**config.mk**
```make
export PLATFORM = sky130hd
export DESIGN_NAME = cv32e40p_apu_protocol_monitor
export DESIGN_NICKNAME = d
export VERILOG_FILES = /design/src/rtl/cv32e40p_apu_protocol_monitor.sv
export SDC_FILE = /design/constraint.sdc
export NUM_CORES = 1
export LEC_CHECK = 0
export BUFFER_PORTS_ARGS = -buffer_cell sky130_fd_sc_hd__buf_2
export CORE_ASPECT_RATIO = 1.1
export CORE_MARGIN = 5
export CORE_UTILIZATION = 40
export DETAILED_ROUTE_END_ITERATION = 16
export GPL_ROUTABILITY_DRIVEN = 0
export PLACE_DENSITY = 0.58
export SETUP_SLACK_MARGIN = 0.5
export SYNTH_ARGS = -nofsm -noshare
export SYNTH_HDL_FRONTEND = slang
export SYNTH_SLANG_ARGS = --single-unit
```
**constraint.sdc**
```tcl
create_clock -name clk_i -period 4.4 [get_ports clk_i]
set_input_delay 0.88 -clock clk_i [delete_from_list [all_inputs] [get_ports clk_i]]
set_output_delay 0.88 -clock clk_i [all_outputs]
set_load 0.02 [all_outputs]
```
**src/rtl/cv32e40p_apu_protocol_monitor.sv**
```systemverilog
// Run-time checker for the CV32E40P EX-stage APU handshake and write-back ports.
// It observes the stage only and reports violations through sticky error flags.
module cv32e40p_apu_protocol_monitor #(
  parameter int unsigned MAX_OUTSTANDING = 2,
  parameter int unsigned LATENCY_MAX     = 16,
  parameter logic [5:0]  CHECK_EN        = 6'b111111,
  localparam int unsigned CNT_W          = $clog2(MAX_OUTSTANDING + 1)
) (
  input  logic             clk_i,
  input  logic             rst_ni,
  input  logic             clear_i,
  input  logic             apu_req_i,
  input  logic             apu_gnt_i,
  input  logic             apu_rvalid_i,
  input  logic             apu_en_i,
  input  logic             apu_singlecycle_i,
  input  logic             apu_multicycle_i,
  input  logic             regfile_alu_we_i,
  input  logic             regfile_we_lsu_i,
  output logic [5:0]       err_o,
  output logic             err_any_o,
  output logic             first_err_valid_o,
  output logic [2:0]       first_err_id_o,
  output logic [CNT_W-1:0] outstanding_o
);

  localparam int unsigned PTR_W = (MAX_OUTSTANDING > 1) ? $clog2(MAX_OUTSTANDING) : 1;
  localparam int unsigned AGE_W = $clog2(LATENCY_MAX + 1);

  localparam logic [CNT_W-1:0] MAX_CNT  = CNT_W'(MAX_OUTSTANDING);
  localparam logic [PTR_W-1:0] LAST_PTR = PTR_W'(MAX_OUTSTANDING - 1);
  localparam logic [AGE_W-1:0] AGE_SAT  = AGE_W'(LATENCY_MAX);
  localparam logic [AGE_W-1:0] AGE_TO   = AGE_W'(LATENCY_MAX - 1);

  localparam int CHK_UNSOLICITED = 0;
  localparam int CHK_OVERFLOW    = 1;
  localparam int CHK_TIMEOUT     = 2;
  localparam int CHK_REQ_DROP    = 3;
  localparam int CHK_ALU_PORT    = 4;
  localparam int CHK_LSU_WB      = 5;

  logic [CNT_W-1:0]           cnt_q, cnt_d;
  logic [PTR_W-1:0]           wr_ptr_q, rd_ptr_q;
  logic [MAX_OUTSTANDING-1:0] slot_valid_q, slot_to_q;
  logic [AGE_W-1:0]           slot_age_q [MAX_OUTSTANDING];
  logic                       req_pend_q;
  logic [5:0]                 err_q;
  logic                       first_valid_q;
  logic [2:0]                 first_id_q;

  logic       full, empty, acc_gnt, acc_rv, wb_pending, timeout_hit;
  logic [5:0] raw_hit, hit;
  logic [2:0] first_idx;

  function automatic logic [PTR_W-1:0] ptr_inc(input logic [PTR_W-1:0] p);
    return (p == LAST_PTR) ? '0 : p + PTR_W'(1);
  endfunction

  assign full       = (cnt_q == MAX_CNT);
  assign empty      = (cnt_q == '0);
  assign acc_gnt    = apu_gnt_i & ~(full & ~apu_rvalid_i);
  assign acc_rv     = apu_rvalid_i & ~empty;
  assign wb_pending = apu_singlecycle_i | apu_multicycle_i;

  // The oldest slot reports once, on the last legal edge that passed without a response.
  assign timeout_hit = slot_valid_q[rd_ptr_q] & (slot_age_q[rd_ptr_q] == AGE_TO)
                     & ~slot_to_q[rd_ptr_q] & ~apu_rvalid_i;

  always_comb begin
    // NOTE: every combinational output gets a default first so no path infers a latch.
    cnt_d = cnt_q;
    if (acc_gnt && !acc_rv)      cnt_d = cnt_q + CNT_W'(1);
    else if (!acc_gnt && acc_rv) cnt_d = cnt_q - CNT_W'(1);

    raw_hit                  = '0;
    raw_hit[CHK_UNSOLICITED] = apu_rvalid_i & empty;
    raw_hit[CHK_OVERFLOW]    = apu_gnt_i & full & ~apu_rvalid_i;
    raw_hit[CHK_TIMEOUT]     = timeout_hit;
    raw_hit[CHK_REQ_DROP]    = req_pend_q & ~apu_req_i;
    raw_hit[CHK_ALU_PORT]    = wb_pending & apu_en_i & regfile_alu_we_i;
    raw_hit[CHK_LSU_WB]      = regfile_we_lsu_i & apu_rvalid_i & wb_pending;
    hit                      = raw_hit & CHECK_EN;

    first_idx = '0;
    for (int i = 5; i >= 0; i--) begin
      if (hit[i]) first_idx = 3'(i);
    end
  end

  // NOTE: sequential state uses non-blocking assignments; where two of them target
  // the same slot bit the later one wins, so a grant refilling a popped slot keeps it valid.
  always_ff @(posedge clk_i or negedge rst_ni) begin
    if (!rst_ni) begin
      cnt_q        <= '0;
      wr_ptr_q     <= '0;
      rd_ptr_q     <= '0;
      slot_valid_q <= '0;
      slot_to_q    <= '0;
      req_pend_q   <= 1'b0;
    end else begin
      cnt_q      <= cnt_d;
      req_pend_q <= apu_req_i & ~apu_gnt_i;
      if (timeout_hit) slot_to_q[rd_ptr_q] <= 1'b1;
      if (acc_rv) begin
        slot_valid_q[rd_ptr_q] <= 1'b0;
        rd_ptr_q               <= ptr_inc(rd_ptr_q);
      end
      if (acc_gnt) begin
        slot_valid_q[wr_ptr_q] <= 1'b1;
        slot_to_q[wr_ptr_q]    <= 1'b0;
        wr_ptr_q               <= ptr_inc(wr_ptr_q);
      end
    end
  end

  // NOTE: ages carry no reset; a slot's age is only read while its valid bit is set.
  always_ff @(posedge clk_i) begin
    for (int i = 0; i < MAX_OUTSTANDING; i++) begin
      if (acc_gnt && wr_ptr_q == PTR_W'(i)) begin
        slot_age_q[i] <= '0;
      end else if (slot_valid_q[i] && slot_age_q[i] != AGE_SAT) begin
        slot_age_q[i] <= slot_age_q[i] + AGE_W'(1);
      end
    end
  end

  always_ff @(posedge clk_i or negedge rst_ni) begin
    if (!rst_ni) begin
      err_q         <= '0;
      first_valid_q <= 1'b0;
      first_id_q    <= '0;
    end else if (clear_i) begin
      err_q         <= '0;
      first_valid_q <= 1'b0;
      first_id_q    <= '0;
    end else begin
      err_q <= err_q | hit;
      if (!first_valid_q && |hit) begin
        first_valid_q <= 1'b1;
        first_id_q    <= first_idx;
      end
    end
  end

  assign err_o             = err_q;
  assign err_any_o         = |err_q;
  assign first_err_valid_o = first_valid_q;
  assign first_err_id_o    = first_id_q;
  assign outstanding_o     = cnt_q;

endmodule

```
* After elaboration in Yosys (flattened, before gate mapping) *
Memory sizes are Yosys's and may differ from the RTL's.
Index checks and enable logic that the tools add are counted.

storage, ports and cells
  word-level logic and storage cells = 112
  bits in writable memories = 10
  memories = 1
  register bits after elaboration = 19
  output and inout bits = 13
  bits of input ports = 11

memory list
  memory      words  bits a word  rd ports  clocked after memory_dff  wr ports  RTL line  source
  slot_age_q  2      5            3         0                         2         45        logic [AGE_W-1:0] slot_age_q [MAX_OUTSTANDING];

cells by class
  equal/unequal tests = 4
  add/subtract/negate cells = 6
  bitwise logic cells = 32
  magnitude comparators = 4
  reduce and logical (&&, ||, !) cells = 17
  multiplexer cells = 39

operators by type and width
  kind                                                count
  2-to-1 mux 3 bit                                    8
  2-to-1 mux 1 bit                                    20
  AND 1 bit                                           15
  2-to-1 mux 2 bit                                    6
  OR reduction 6 bit                                  2
  adder 5 x 1 -> 5 bit, second input constant         2
  2-to-1 mux 5 bit                                    2
  != test 5 bit, second input constant                2
  logical AND 1 bit                                   9
  inverter 1 bit                                      7
  2-to-1 mux 6 bit                                    1
  OR 6 bit                                            1
  == test 5 x 4 -> 1 bit, second input constant       1
  AND 2 bit                                           2
  < comparator 1 x 2 -> 1 bit, second input constant  2
  inverter 2 bit                                      2
  OR 2 bit                                            2
  nonzero test 2 bit                                  2
  zero test 1 bit                                     3
  OR 1 bit                                            3
  adder 1 bit, second input constant                  2
  adder 2 x 1 -> 2 bit, second input constant         1
  demux 1 bit (select 1 bit)                          2
  == test 2 bit, second input constant                1
  3 further kinds                                     4

* Longest topological paths before layout *
Gate-level depths: netlist of the first run.

  word-level depth = 10
  mapped depth = 7
  gate-level depth less buffers = 6

* Worst setup path before layout of the first run *
No wires, ideal clock.

  path type = input port to flip-flop
  from = input apu_rvalid_i
  to = register cnt_q[1], in the netlist outstanding_o[1]
  buffers on the path = 1
  setup time = 0.135 ns
  required time = 4.265 ns
  slack = 2.358 ns
  stages on the path = 7
  arrival time = 1.906 ns
  cell sequence = buf_4 nor2_1 a21boi_1 ha_1 xor2_1 nor2_1 xor2_1

on the way
  longest elaborated chain between the ends = 7
  elaborated cells on any way between the ends = 11
  those cells by class = 1 x mux; 5 x bitwise; 5 x reduce/logical

ends and longest elaborated chain
  what                          RTL line  source
  start, declared               14        input logic apu_rvalid_i,
  inverter 1 bit (*)            61        assign acc_gnt = apu_gnt_i & ~(full & ~apu_rvalid_i);
  AND 1 bit (*)                 61
  inverter 1 bit (*)            61
  AND 1 bit (*)                 61
  named net acc_gnt             51        logic full, empty, acc_gnt, acc_rv, wb_pending, timeout_hit;
  zero test 1 bit               73        else if (!acc_gnt && acc_rv) cnt_d = cnt_q - CNT_W'(1);
  logical AND 1 bit             73
  nonzero test 2 bit (no line)  --
  end signal, assigned          101       cnt_q <= cnt_d;
  end, declared                 42        logic [CNT_W-1:0] cnt_q, cnt_d;

Mark *: on every way through the listed nets, which the timed path passes. The rest lies on a longest branch.
A chain may end at the register's enable or synchronous reset.

* Worst setup path after layout of the first run *
  from = register err_q[0], in the netlist err_o[0]
  to = output err_any_o

on the way
  longest elaborated chain between the ends = 1

ends and longest elaborated chain
  what                    RTL line  source
  start, declared         47        logic [5:0] err_q;
  start signal, assigned  137       err_q <= err_q | hit;
  OR reduction 6 bit      146       assign err_any_o = |err_q;
  end, declared           21        output logic err_any_o,

Every way passes these cells.

==> results.md, run 1 <==
GRT:
- The number of antenna violations at the first check in global routing was 0.
- The wire length of the first global-routing pass is 4.92 mm.
- The number of global-route vias before repair is 1,098.
- The overall routing resource usage is 13.7%.
- Entering global routing, the biggest net connects 20 pins.
- After global routing the overflow that remains totals 0.

Place:
- The number of buffers inserted by port buffering is 23.
- The post-detailed-placement half-perimeter wirelength is 2.14 mm.
- The pre-CTS setup slack is 2.16 ns.

STA:
- The final critical path takes up 47.5% of the cycle.
- The hold violation count in the final report is 0.
- The summed negative setup slack over all endpoints is 0 ns.
- Setup violations remaining at the end of the flow were counted as 0.
- The number of pins with negative max-slew slack in the final report is 0.
- The slew at the pin with the worst max-slew slack is 0.441 ns.
- The maximum operating frequency is 479 MHz.
- The normalized max-slew margin is 70.3%.
- The clock period could shrink to 2.09 ns.
- The slack of the critical path is 2.31 ns.
- For the final database, setup skew stands at 0.00479 ns.
- Setup repair after global routing left no endpoint under its margin.

Yosys:
- Counting every net in the synthesized netlist gives 150.
- The combined area of all synthesized cells is 1460 um^2.
- Of the synthesized area, sequential elements account for 53.2%.
- The synthesized area divided by synthesized cell count is 10.9 um^2.
- After synthesis, the netlist uses 36 different library cells.
- The post-synthesis instance total is 134.
- For this run, the number of Yosys warnings is 0.
- The flop and latch count out of synthesis is 29.

Floorplanning:
- In this run the vertical extent of the chip is 73.3 um.
- The area of the core is 3570 um^2.
- The initial utilization of the core area, before any placement, comes to 40.8%.
- The die is 67.6 um wide.
- The count of pins on the block boundary is 24.
- The placement row count is 23.
- The floorplan step defined a die boundary enclosing 4950 um^2.

Drt:
- The via count of the routed design is 1,036.
- The number of nets with antenna violations after detailed routing is 0.
- For this block, wires on met1 add up to 1.25 mm.
- The DRC violations left is 0.
- The highest metal layer carrying signal wires in the routed design is met4.
- The number of violations reported at the end of detailed-routing iteration 0 is 31.
- For this run, the detailed router's first-pass iteration total came to 4.
- The routed wire length is 2.84 mm.
- Summed over all nets, wire length on met2 after detailed routing comes to 1.38 mm.
- The routed length on met3 is 145 um.
- After detailed routing, the average wire length per cell comes to 13.3 um.
- Dividing the detail-routed via count by the number of cells gives 4.86.

CTS:
- The CTS root buffer is sky130_fd_sc_hd__clkbuf_8.
- After clock tree synthesis, the repair step resized 0 gates.
- The number of H-tree levels is 2.
- The clock passes through at most 2 buffers.
- In this run, post-CTS hold repair placed 0 buffers.
- Clock tree synthesis inserted a total of 5 buffers.
- In this run the post-CTS setup repair buffer count came out at 0.
- TritonCTS built the clock tree.
- Clock-pin slew was measured on the worst setup and hold paths at 0.06 ns.
- Counting every sink on the clock net gives 29.
- The later pin in the worst-skew pair is clocked with a latency of 0.28 ns.

Setup path:
- The worst setup path is launched from a flip-flop.
- The kind of capture point of the worst setup path is a primary output.
- For the worst setup path, the data required time is 3.52 ns.
- The critical path class is reg -> out.
- Data arrives at the worst endpoint at 1.21 ns.
- Of all nets on the critical path, the largest fanout is 3.

Layout:
- The number of nets in the finished design is 178.
- The number of antenna repair diodes is 0.
- The layout overhead on the synthesized area is 17.0%.
- Cells with a size suffix above 1 make up 22.7% of the layout.

Power:
- The total design power is 1.04 mW.
- The power dissipated by switching net loads is 0.392 mW.
- Net switching is 37.8% of the power.
- The leakage power of the design is 0.760 nW.
- The power per cell area is 609 nW/um^2.
- The sequential group share of total power is 48.2%.
- The combinational share of power is 32.2%.
- In this run, the clock network consumes 19.6% of the power.
- The internal power component is 0.646 mW.
- Across the VDD grid, the largest voltage drop is 0.205 mV.

Outcome:
- The flow ran to the end, and the final reports show no timing, DRC or antenna violations.

Min path:
- The class of the worst hold path is reg -> reg.

Job:
- The number of maximum-capacitance violations is 0.
## per-layer routing
layer  track usage [%]  vias up
met5                 0        -
met4              7.66        0
met3              4.74        8
met2              22.2       24
met1              15.5      487
li1                  -      517
## Yosys cell counts
cell type | number | area (um^2)
sky130_fd_sc_hd__nor3b_2 | 1 | 12.5
sky130_fd_sc_hd__clkbuf_1 | 1 | 3.75
sky130_fd_sc_hd__nor4bb_4 | 1 | 25.0
sky130_fd_sc_hd__nand3_2 | 2 | 20.0
sky130_fd_sc_hd__a21oi_1 | 3 | 15.0
sky130_fd_sc_hd__nand2b_1 | 5 | 31.3
sky130_fd_sc_hd__or2_2 | 1 | 6.26
sky130_fd_sc_hd__nand4_1 | 1 | 6.26
sky130_fd_sc_hd__ha_1 | 5 | 62.6
sky130_fd_sc_hd__a41oi_1 | 1 | 8.76
sky130_fd_sc_hd__nand2_1 | 10 | 37.5
sky130_fd_sc_hd__xor2_1 | 7 | 61.3
sky130_fd_sc_hd__nor4_1 | 1 | 6.26
sky130_fd_sc_hd__a21boi_1 | 1 | 7.51
sky130_fd_sc_hd__a21boi_0 | 1 | 7.51
sky130_fd_sc_hd__nand4b_1 | 1 | 8.76
sky130_fd_sc_hd__nor4_4 | 2 | 42.5
sky130_fd_sc_hd__nand4bb_1 | 1 | 11.3
sky130_fd_sc_hd__nor3_1 | 2 | 10.0
sky130_fd_sc_hd__edfxtp_1 | 10 | 300
sky130_fd_sc_hd__or2_1 | 1 | 6.26
sky130_fd_sc_hd__nor2_2 | 1 | 6.26
sky130_fd_sc_hd__a31oi_1 | 4 | 25.0
sky130_fd_sc_hd__nor2b_1 | 1 | 6.26
sky130_fd_sc_hd__nor2_1 | 23 | 86.3
sky130_fd_sc_hd__nand3_1 | 2 | 10.0
sky130_fd_sc_hd__o31ai_1 | 2 | 15.0
sky130_fd_sc_hd__xnor2_1 | 4 | 35.0
sky130_fd_sc_hd__inv_1 | 9 | 33.8
sky130_fd_sc_hd__buf_4 | 1 | 7.51
sky130_fd_sc_hd__a211oi_1 | 1 | 7.51
sky130_fd_sc_hd__mux2i_1 | 1 | 10.0
sky130_fd_sc_hd__o21ai_0 | 5 | 25.0
sky130_fd_sc_hd__dfrtp_1 | 19 | 475
sky130_fd_sc_hd__o21a_1 | 2 | 15.0
sky130_fd_sc_hd__a211o_1 | 1 | 8.76
## final timing paths
check                                      start                end  slack, ns  depth (start not counted)
min in group asynchronous                 rst_ni  first_err_valid_o       0.53                          1
worst min register to register          wr_ptr_q           wr_ptr_q       0.49                          1
max in group asynchronous                 rst_ni    slot_valid_q[0]       3.56                          1
worst min-delay path                    wr_ptr_q           wr_ptr_q       0.49                          1
worst max register to register  outstanding_o[0]   outstanding_o[1]       2.76                          5
worst max-delay path                    err_o[0]          err_any_o       2.31                          3
## worst max-delay path, stage by stage, from the launching register on
cell                      delay, ns
sky130_fd_sc_hd__dfrtp_1       0.40
sky130_fd_sc_hd__nor4_1        0.29
sky130_fd_sc_hd__nand2_1       0.08
sky130_fd_sc_hd__buf_2         0.16
## placed cells by master (no fill, tap or decap), types with 2 or more instances in the layout
cell                       count
sky130_fd_sc_hd__nor4_4        2
sky130_fd_sc_hd__inv_1         9
sky130_fd_sc_hd__dfrtp_1      19
sky130_fd_sc_hd__xor2_1        7
sky130_fd_sc_hd__nor3_1        2
sky130_fd_sc_hd__a21oi_1       3
sky130_fd_sc_hd__nand3_2       2
sky130_fd_sc_hd__edfxtp_1     10
sky130_fd_sc_hd__nand3_1       2
sky130_fd_sc_hd__buf_2        23
sky130_fd_sc_hd__nand2_1      10
sky130_fd_sc_hd__o21a_1        2
sky130_fd_sc_hd__o21ai_0       5
sky130_fd_sc_hd__clkbuf_8      5
sky130_fd_sc_hd__nand2b_1      5
sky130_fd_sc_hd__nor2_1       23
sky130_fd_sc_hd__clkinv_1      2
sky130_fd_sc_hd__xnor2_1       4
sky130_fd_sc_hd__ha_1          5
sky130_fd_sc_hd__o31ai_1       2
sky130_fd_sc_hd__a31oi_1       4
## layout make-up
class | count | area (um^2)
clock buffers | 5 | 68.8
fillers | 376 | 1860
clock inverters | 3 | 12.5
flip-flops and latches | 29 | 776
well taps | 50 | 62.6
repair buffers | 23 | 115
inverters | 9 | 33.8
multi-input cells | 94 | 637
## per-stage QoR
stage	cell area, um^2	hold slack (ns)	util [%]	cells
floorplan	1460	0.454	-	134
global placement	1620	0.481	45.5	205
detailed placement	1620	0.474	45.5	205
CTS	1710	0.490	47.8	213
global route	1710	0.501	47.8	213
finish	1710	0.493	47.8	213
## kinds of logic (layout without fill, tap and decap cells)
logic type | after synthesis | in the layout | share of synthesized area (%)
compound gates | 21 | 21 | 9.27
xor+xnor | 11 | 11 | 6.61
fa+ha+maj | 5 | 5 | 4.29
buf+inv | 11 | 40 | 3.09
flops | 29 | 29 | 53.2
mux | 1 | 1 | 0.687
simple gates | 56 | 56 | 22.8
## flip-flops by register name, indices dropped and copies added (netlist names)
| signal | count |
|---|---|
| err_o | 6 |
| first_err_id_o | 3 |
| first_err_valid_o | 1 |
| outstanding_o | 2 |
| rd_ptr_q | 1 |
| req_pend_q | 1 |
| slot_age_q | 10 |
| slot_to_q | 2 |
| slot_valid_q | 2 |
| wr_ptr_q | 1 |
## power groups by stage
stage	Clock [mW]	Sequential [mW]	Combinational, mW
floorplan	0	0.503	0.239
global placement	0	0.504	0.329
detailed placement	0	0.504	0.338
CTS	0.210	0.501	0.340
global route	0.222	0.516	0.382
finish	0.204	0.501	0.334
No activity file was read; power rests on OpenSTA's default activity.
==> run 2, diff against run 1 <==
Settings changed: PLACE_DENSITY 0.58 to 0.6.
Clock period 4.4 ns to 1.9 ns, I/O delays scaled along.
==> results.md, run 2 (synthesis results as in run 1) <==
GRT:
- The leftover overflow at the end of global routing is 0.
- The number of antenna violations at the first check in global routing is 0.
- The first global-routing pass estimated 5.28 mm of wire.
- The maximum number of pins on one net before global-route repair is 20.
- The number of global-route vias before repair is 1,173.
- Global routing used 14.4% of the available tracks.

Drt:
- After detailed routing, the average wire length per cell comes to 13.2 um.
- The via count of the routed design is 1,131.
- The DRC violations left is 0.
- The pre-antenna-repair detailed-routing pass consisted of 4 iterations.
- The routed wire length is 3.04 mm.
- The number of nets with antenna violations after detailed routing is 0.
- After the first detailed-routing iteration, the DRC count stood at 16.
- After detailed routing, the number of vias per cell comes to 4.90.

Setup path:
- On the worst path, the slowest cell contributes a delay of 0.39 ns.
- The required time at the endpoint of the critical path is 2.05 ns.
- The master of the slowest instance on the critical path is sky130_fd_sc_hd__dfrtp_1.
- By startpoint and endpoint, the worst setup path is classified as reg -> reg.
- STA classifies the critical path startpoint as a flip-flop.
- STA classifies the critical path endpoint as a flip-flop.
- At the worst endpoint, the arrival time is 1.71 ns.
- The critical path goes through nand4bb_4, nor4_4, nor2_2, buf_4, a31oi_1, nor3_1.
- In this run the worst path has a maximum fanout of 4.

STA:
- The hold violation count in the final report is 0.
- The worst path uses 81.7% of the clock period.
- The count of final setup violators is 0.
- The normalized max-slew margin is 71.7%.
- The minimum period implied by the final worst setup slack is 1.55 ns.
- Clock skew on the completed layout was measured at 0.00516 ns.
- The maximum operating frequency is 644 MHz.
- Setup repair after global routing could not meet its margin everywhere.
- The summed negative setup slack over all endpoints is 0 ns.
- The number of pins with negative max-slew slack in the final report was 0.
- For the pin with the worst max-slew slack, the measured transition is 0.425 ns.

CTS:
- The clock passes through at most 2 buffers.
- The CTS buffer count is 5.
- The clock tree synthesis step divided the H-tree into 2 levels.
- Clock tree synthesis found a total of 29 sinks.
- The CTS root buffer is sky130_fd_sc_hd__clkbuf_8.
- The register clock-pin slew on the reported worst setup and hold paths is 0.06 ns.
- At the later pin of the worst-skew pair, clock insertion delay measures 0.28 ns.
- TritonCTS built the clock tree.

Layout:
- After filler insertion, the fill cell instance count of the layout stands at 339.
- The share of final-layout standard cells stronger than drive strength 1 is 38.1%.
- The final instance area is 1930 um^2.
- In the layout the commonest cells are sky130_fd_sc_hd__nor2_1 (23), sky130_fd_sc_hd__buf_2 (23), sky130_fd_sc_hd__dfrtp_1 (17).
- The layout overhead on the synthesized area is 32.4%.
- Excluding fillers, the count of instances in the completed layout stands at 231.
- The flip-flop count of the largest register after layout is 10.
- Counting flops per register, the top entry is slot_age_q.
- The final layout contains 196 nets.
- The number of antenna diodes in the final layout is 0.

Place:
- Once placement completed, the tool counted placed cells totaling 205.
- The post-detailed-placement half-perimeter wirelength is 2.14 mm.
- The number of buffers inserted by port buffering is 23.
- Summing all placed instances gives a cell area of 1630 um^2.

Floorplanning:
- The core region is 3570 um^2.
- The placement row count is 23.
- The effective utilization at floorplan is 40.8%.
- The width of the die is 67.6 um.
- The die is 73.3 um tall.
- The floorplan step defined a die boundary enclosing 4950 um^2.
- Pin placement for this block handled 24 I/O pins.

Job:
- The tool flagged a number of max-cap violations equal to 0.

Power:
- The analysis attributes to cell leakage a power of 0.873 nW.
- The worst vdd rail ir drop is 0.826 mV.
- The power per cell area is 1430 nW/um^2.

Outcome:
- The run finished with clean final reports.

Min path:
- In this run the worst hold path is classified as in -> async.
-- run 2: cell types whose count changed in the layout (fill, tap and decap cells not counted), sizes merged --
cell and delta:
buf +18, clkbuf +3, clkinv -3
-- run 2: metal layers --
layer  global-route usage (%)  wire length (um)  up-vias
met3                     4.74               122        8
met2                     23.6              1530       24
met4                     6.08                63        0
met1                     17.1              1320      545
met5                        0                 0        -
li1                         -                 -      554
-- run 2: area by class of cell --
type	count	area, um^2	share of cell area, %
inverters	9	33.8	1.75
clock buffers	8	90.1	4.67
well taps	50	62.6	3.24
flip-flops and latches	29	778	40.3
repair buffers	41	258	13.4
multi-input cells	94	707	36.6
-- run 2: power breakdown --
group	internal, mW	switching, mW
Sequential	0.926	0.250
Clock	0.295	0.214
Combinational	0.533	0.539
Total	1.75	1.00
-- run 2: worst paths after layout --
path                                 from           endpoint  slack (ns)  cells after the start
worst min register to register   wr_ptr_q           wr_ptr_q        0.51                      1
min in group clk_i              apu_gnt_i         req_pend_q        0.31                      2
worst max-delay path             rd_ptr_q  first_err_id_o[2]        0.35                      6
worst max register to register   rd_ptr_q  first_err_id_o[2]        0.35                      6
worst min-delay path               rst_ni  first_err_id_o[0]        0.04                      1
max in group asynchronous          rst_ni   outstanding_o[0]        1.54                      1
-- run 2: worst max-delay path, delay by kind of cell (launching register included) --
kind | cells | cell delay, ns
AOI/OAI and AO/OA | 1 | 0.16
DFF | 1 | 0.39
buffers and inverters | 1 | 0.15
and+or+nand+nor | 4 | 0.73
-- run 2: stage by stage --
stage | hold slack, ns | util [%] | worst slack, ns | total power [mW]
final | 0.0352 | 54.1 | 0.348 | 2.76
after global routing | 0.0515 | 54.1 | 0.233 | 2.96
after CTS | 0.0423 | 53.3 | 0.343 | 2.76
after detailed placement | 0.343 | 45.7 | 0.228 | 1.97
after global placement | 0.340 | 45.7 | 0.281 | 1.93
after floorplan | 0.0844 | - | 0.413 | 1.73
-- run 2: repair_timing --
action / 4_1_cts / 5_1_grt
pin swaps: 9 / 1
hold buffers: 0 / 0
setup buffers: 17 / 1
endpoints found under the setup margin: 27 / 28
resized for setup: 9 / 4
hold endpoints to repair: 0 / 0
==> run 3, diff against run 2 <==
Settings changed: PLACE_DENSITY 0.6 to 0.58.
Clock period 1.9 ns to 1.5 ns, I/O delays scaled along.
==> results.md, run 3 (synthesis results as in run 1) <==
Power:
- The worst-case IR drop observed on VDD is 1.16 mV.
- The net switching share of the total power is 36.8%.
- Overall power consumption after layout is estimated at 4.15 mW.
- Cell internal power was estimated by the tool at 2.62 mW.
- Power spread over the standard cell area amounts to 1800 nW/um^2.
- The analysis attributes to cell leakage a power of 1.02 nW.
- The combinational share of power is 51.2%.
- Sequential cells burn 34.2% of the power.
- In this run the power spent charging and discharging nets is 1.53 mW.
- The clock network is responsible for 14.6% of the overall power.

Setup path:
- The internal reg-to-reg setup slack is 0.01 ns.
- At the worst endpoint, the arrival time is 1.20 ns.
- The critical path in this run is classified as reg -> out.
- The required time at the endpoint of the critical path is 1.20 ns.
- The sort of element at the start of the critical path is a flip-flop.
- STA classifies the critical path endpoint as a primary output.
- The number of cells on the worst reg-to-reg path is 6.
- Of all nets on the critical path, the largest fanout is 2.

STA:
- Setup violations remaining at the end of the flow were counted as 0.
- Setup repair after global routing could not meet its margin everywhere.
- The slew at the pin with the worst max-slew slack is 0.447 ns.
- The worst path in the final design needs a cycle of 1.50 ns, including I/O delays and setup.
- On the final layout, the worst hold slack is 0.203 ns.
- After routing, the total negative slack on setup checks comes to 0 ns.
- Setup slack on the critical path of the routed design comes to 0.00203 ns.
- In this run the tightest slew margin relative to its limit is 70.2%.
- The final cycle utilization of the critical path is 99.9%.
- The hold violation count in the final report is 0.
- The number of pins with negative max-slew slack in the final report is 0.
- The maximum operating frequency is 668 MHz.
- The post-route clock skew is 0.00738 ns.

Drt:
- After detailed routing, the wire length on met1 is 1.46 mm.
- The DRC violations left is 0.
- The routed wire length per instance is 13.0 um.
- In this run the remaining antenna-violating nets after routing total 0.
- The detailed router placed 1,223 vias in this run.
- Dividing the detail-routed via count by the number of cells gives 4.80.
- The final layout contains routed wiring with a total length of 3.32 mm.
- The total met2 wirelength after detailed routing is 1.67 mm.
- The top layer used by detailed routing is met4.
- The number of search-and-repair iterations in the first detailed-routing pass is 4.
- The number of violations reported at the end of detailed-routing iteration 0 is 27.
- The routed design uses 145 um of met3 wire.

Layout:
- The top cell types in the final layout, fill and taps aside, are sky130_fd_sc_hd__buf_4 (36), sky130_fd_sc_hd__buf_6 (18), sky130_fd_sc_hd__dfrtp_1 (14).
- The register with the most flip-flops in the layout has 10 of them.
- The count of cells in the finished layout, fillers not included, comes to 255.
- The final instance area is 2310 um^2.
- The register bank with the most flops is slot_age_q.
- The share of final-layout standard cells stronger than drive strength 1 is 55.1%.
- The number of nets in the finished design is 220.
- The layout overhead on the synthesized area is 58.2%.
- The utilization after layout is 64.6%.
- The number of antenna repair diodes is 0.
- The commonest non-fill, non-tap cell in the layout is sky130_fd_sc_hd__buf_4.

Job:
- The number of maximum-capacitance violations is 0.

GRT:
- The wire length of the first global-routing pass is 5.55 mm.
- Entering global routing, the biggest net connects 20 pins.
- The number of antenna violations at the first check in global routing was 0.
- The number of global-route vias before repair is 1,261.
- Global routing finished with a remaining overflow of 0.
- Across every metal layer, demand over resource in global routing totals 15.1%.

Floorplanning:
- The die covers 4950 um^2.
- The region available for standard cell placement spans 3570 um^2.
- For this configuration, the core starts out at a cell density of 40.8%.
- The die is 73.3 um tall.
- Row generation in the floorplan step produced 23 rows.
- The count of pins on the block boundary is 24.
- Measured along the x axis, the die boundary spans 67.6 um.

Min path:
- The class of the worst hold path is in -> reg.
- The number of cells traversed by the worst hold path is 2.

Place:
- The number of buffers inserted by port buffering is 23.
- Detailed placement ended at an HPWL of 2.19 mm.
- The number of placed instances, taps included, is 220.
- The cell area reported after detailed placement is 1790 um^2.
- The pre-CTS setup slack is -0.0313 ns.

CTS:
- The number of H-tree levels is 2.
- Counting the buffers created by CTS gives 5.
- After clock tree synthesis, the clock-pin slew on the worst setup and hold paths is 0.06 ns.
- For the worst-skew pair, the clock arrives at the later sink with an insertion delay of 0.28 ns.
- The clock passes through at most 2 buffers.
- The TritonCTS sink count is 29.
- The CTS root buffer is sky130_fd_sc_hd__clkbuf_8.
- TritonCTS built the clock tree.

Outcome:
- The run finished with clean final reports.
[run 3: per-layer routing]
layer  track usage (%)  vias to the layer above
li1                  -                      599
met1              19.3                      589
met2              23.9                       30
met3              5.20                        5
met4              4.73                        0
met5                 0                        -
[run 3: layout make-up]
type	count	area [um^2]
timing repair buffer	65	533
clock buffer	6	72.6
multi-input combinational	94	812
clock inverter	2	10.0
inverter	9	33.8
tap	50	62.6
fill	292	1260
sequential	29	782
[run 3: critical path, stage by stage (launching register included)]
cell and delay (ns):
sky130_fd_sc_hd__dfrtp_2 0.42, sky130_fd_sc_hd__nor4_2 0.28, sky130_fd_sc_hd__nand2_1 0.10, sky130_fd_sc_hd__buf_6 0.14
[run 3: timing repair]
item | 4_1_cts | 5_1_grt
setup endpoints to repair | 48 | 48
hold buffers | 1 | 0
cloned | 0 | 0
pin swaps | 12 | 12
resized for setup | 23 | 35
buffers inserted | 18 | 8
hold endpoints to repair | 19 | 0
[run 3: power by group through the flow]
stage          sequential, mW  combinational (mW)  clock (mW)
2_1_floorplan            1.52               0.808           0
3_5_place_dp             1.43                1.40           0
6_report                 1.42                2.13       0.604
5_1_grt                  1.46                2.32       0.678
3_3_place_gp             1.41                1.37           0
4_1_cts                  1.40                1.78       0.625
[run 3: path summary, 6_finish.rpt]
kind | start | end
max | err_o[5] | err_any_o
min | apu_gnt_i | req_pend_q
max reg2reg | slot_age_q[1][1] | slot_age_q[1][2]
min reg2reg | wr_ptr_q | wr_ptr_q
max in group asynchronous | rst_ni | err_o[5]
min in group asynchronous | rst_ni | wr_ptr_q
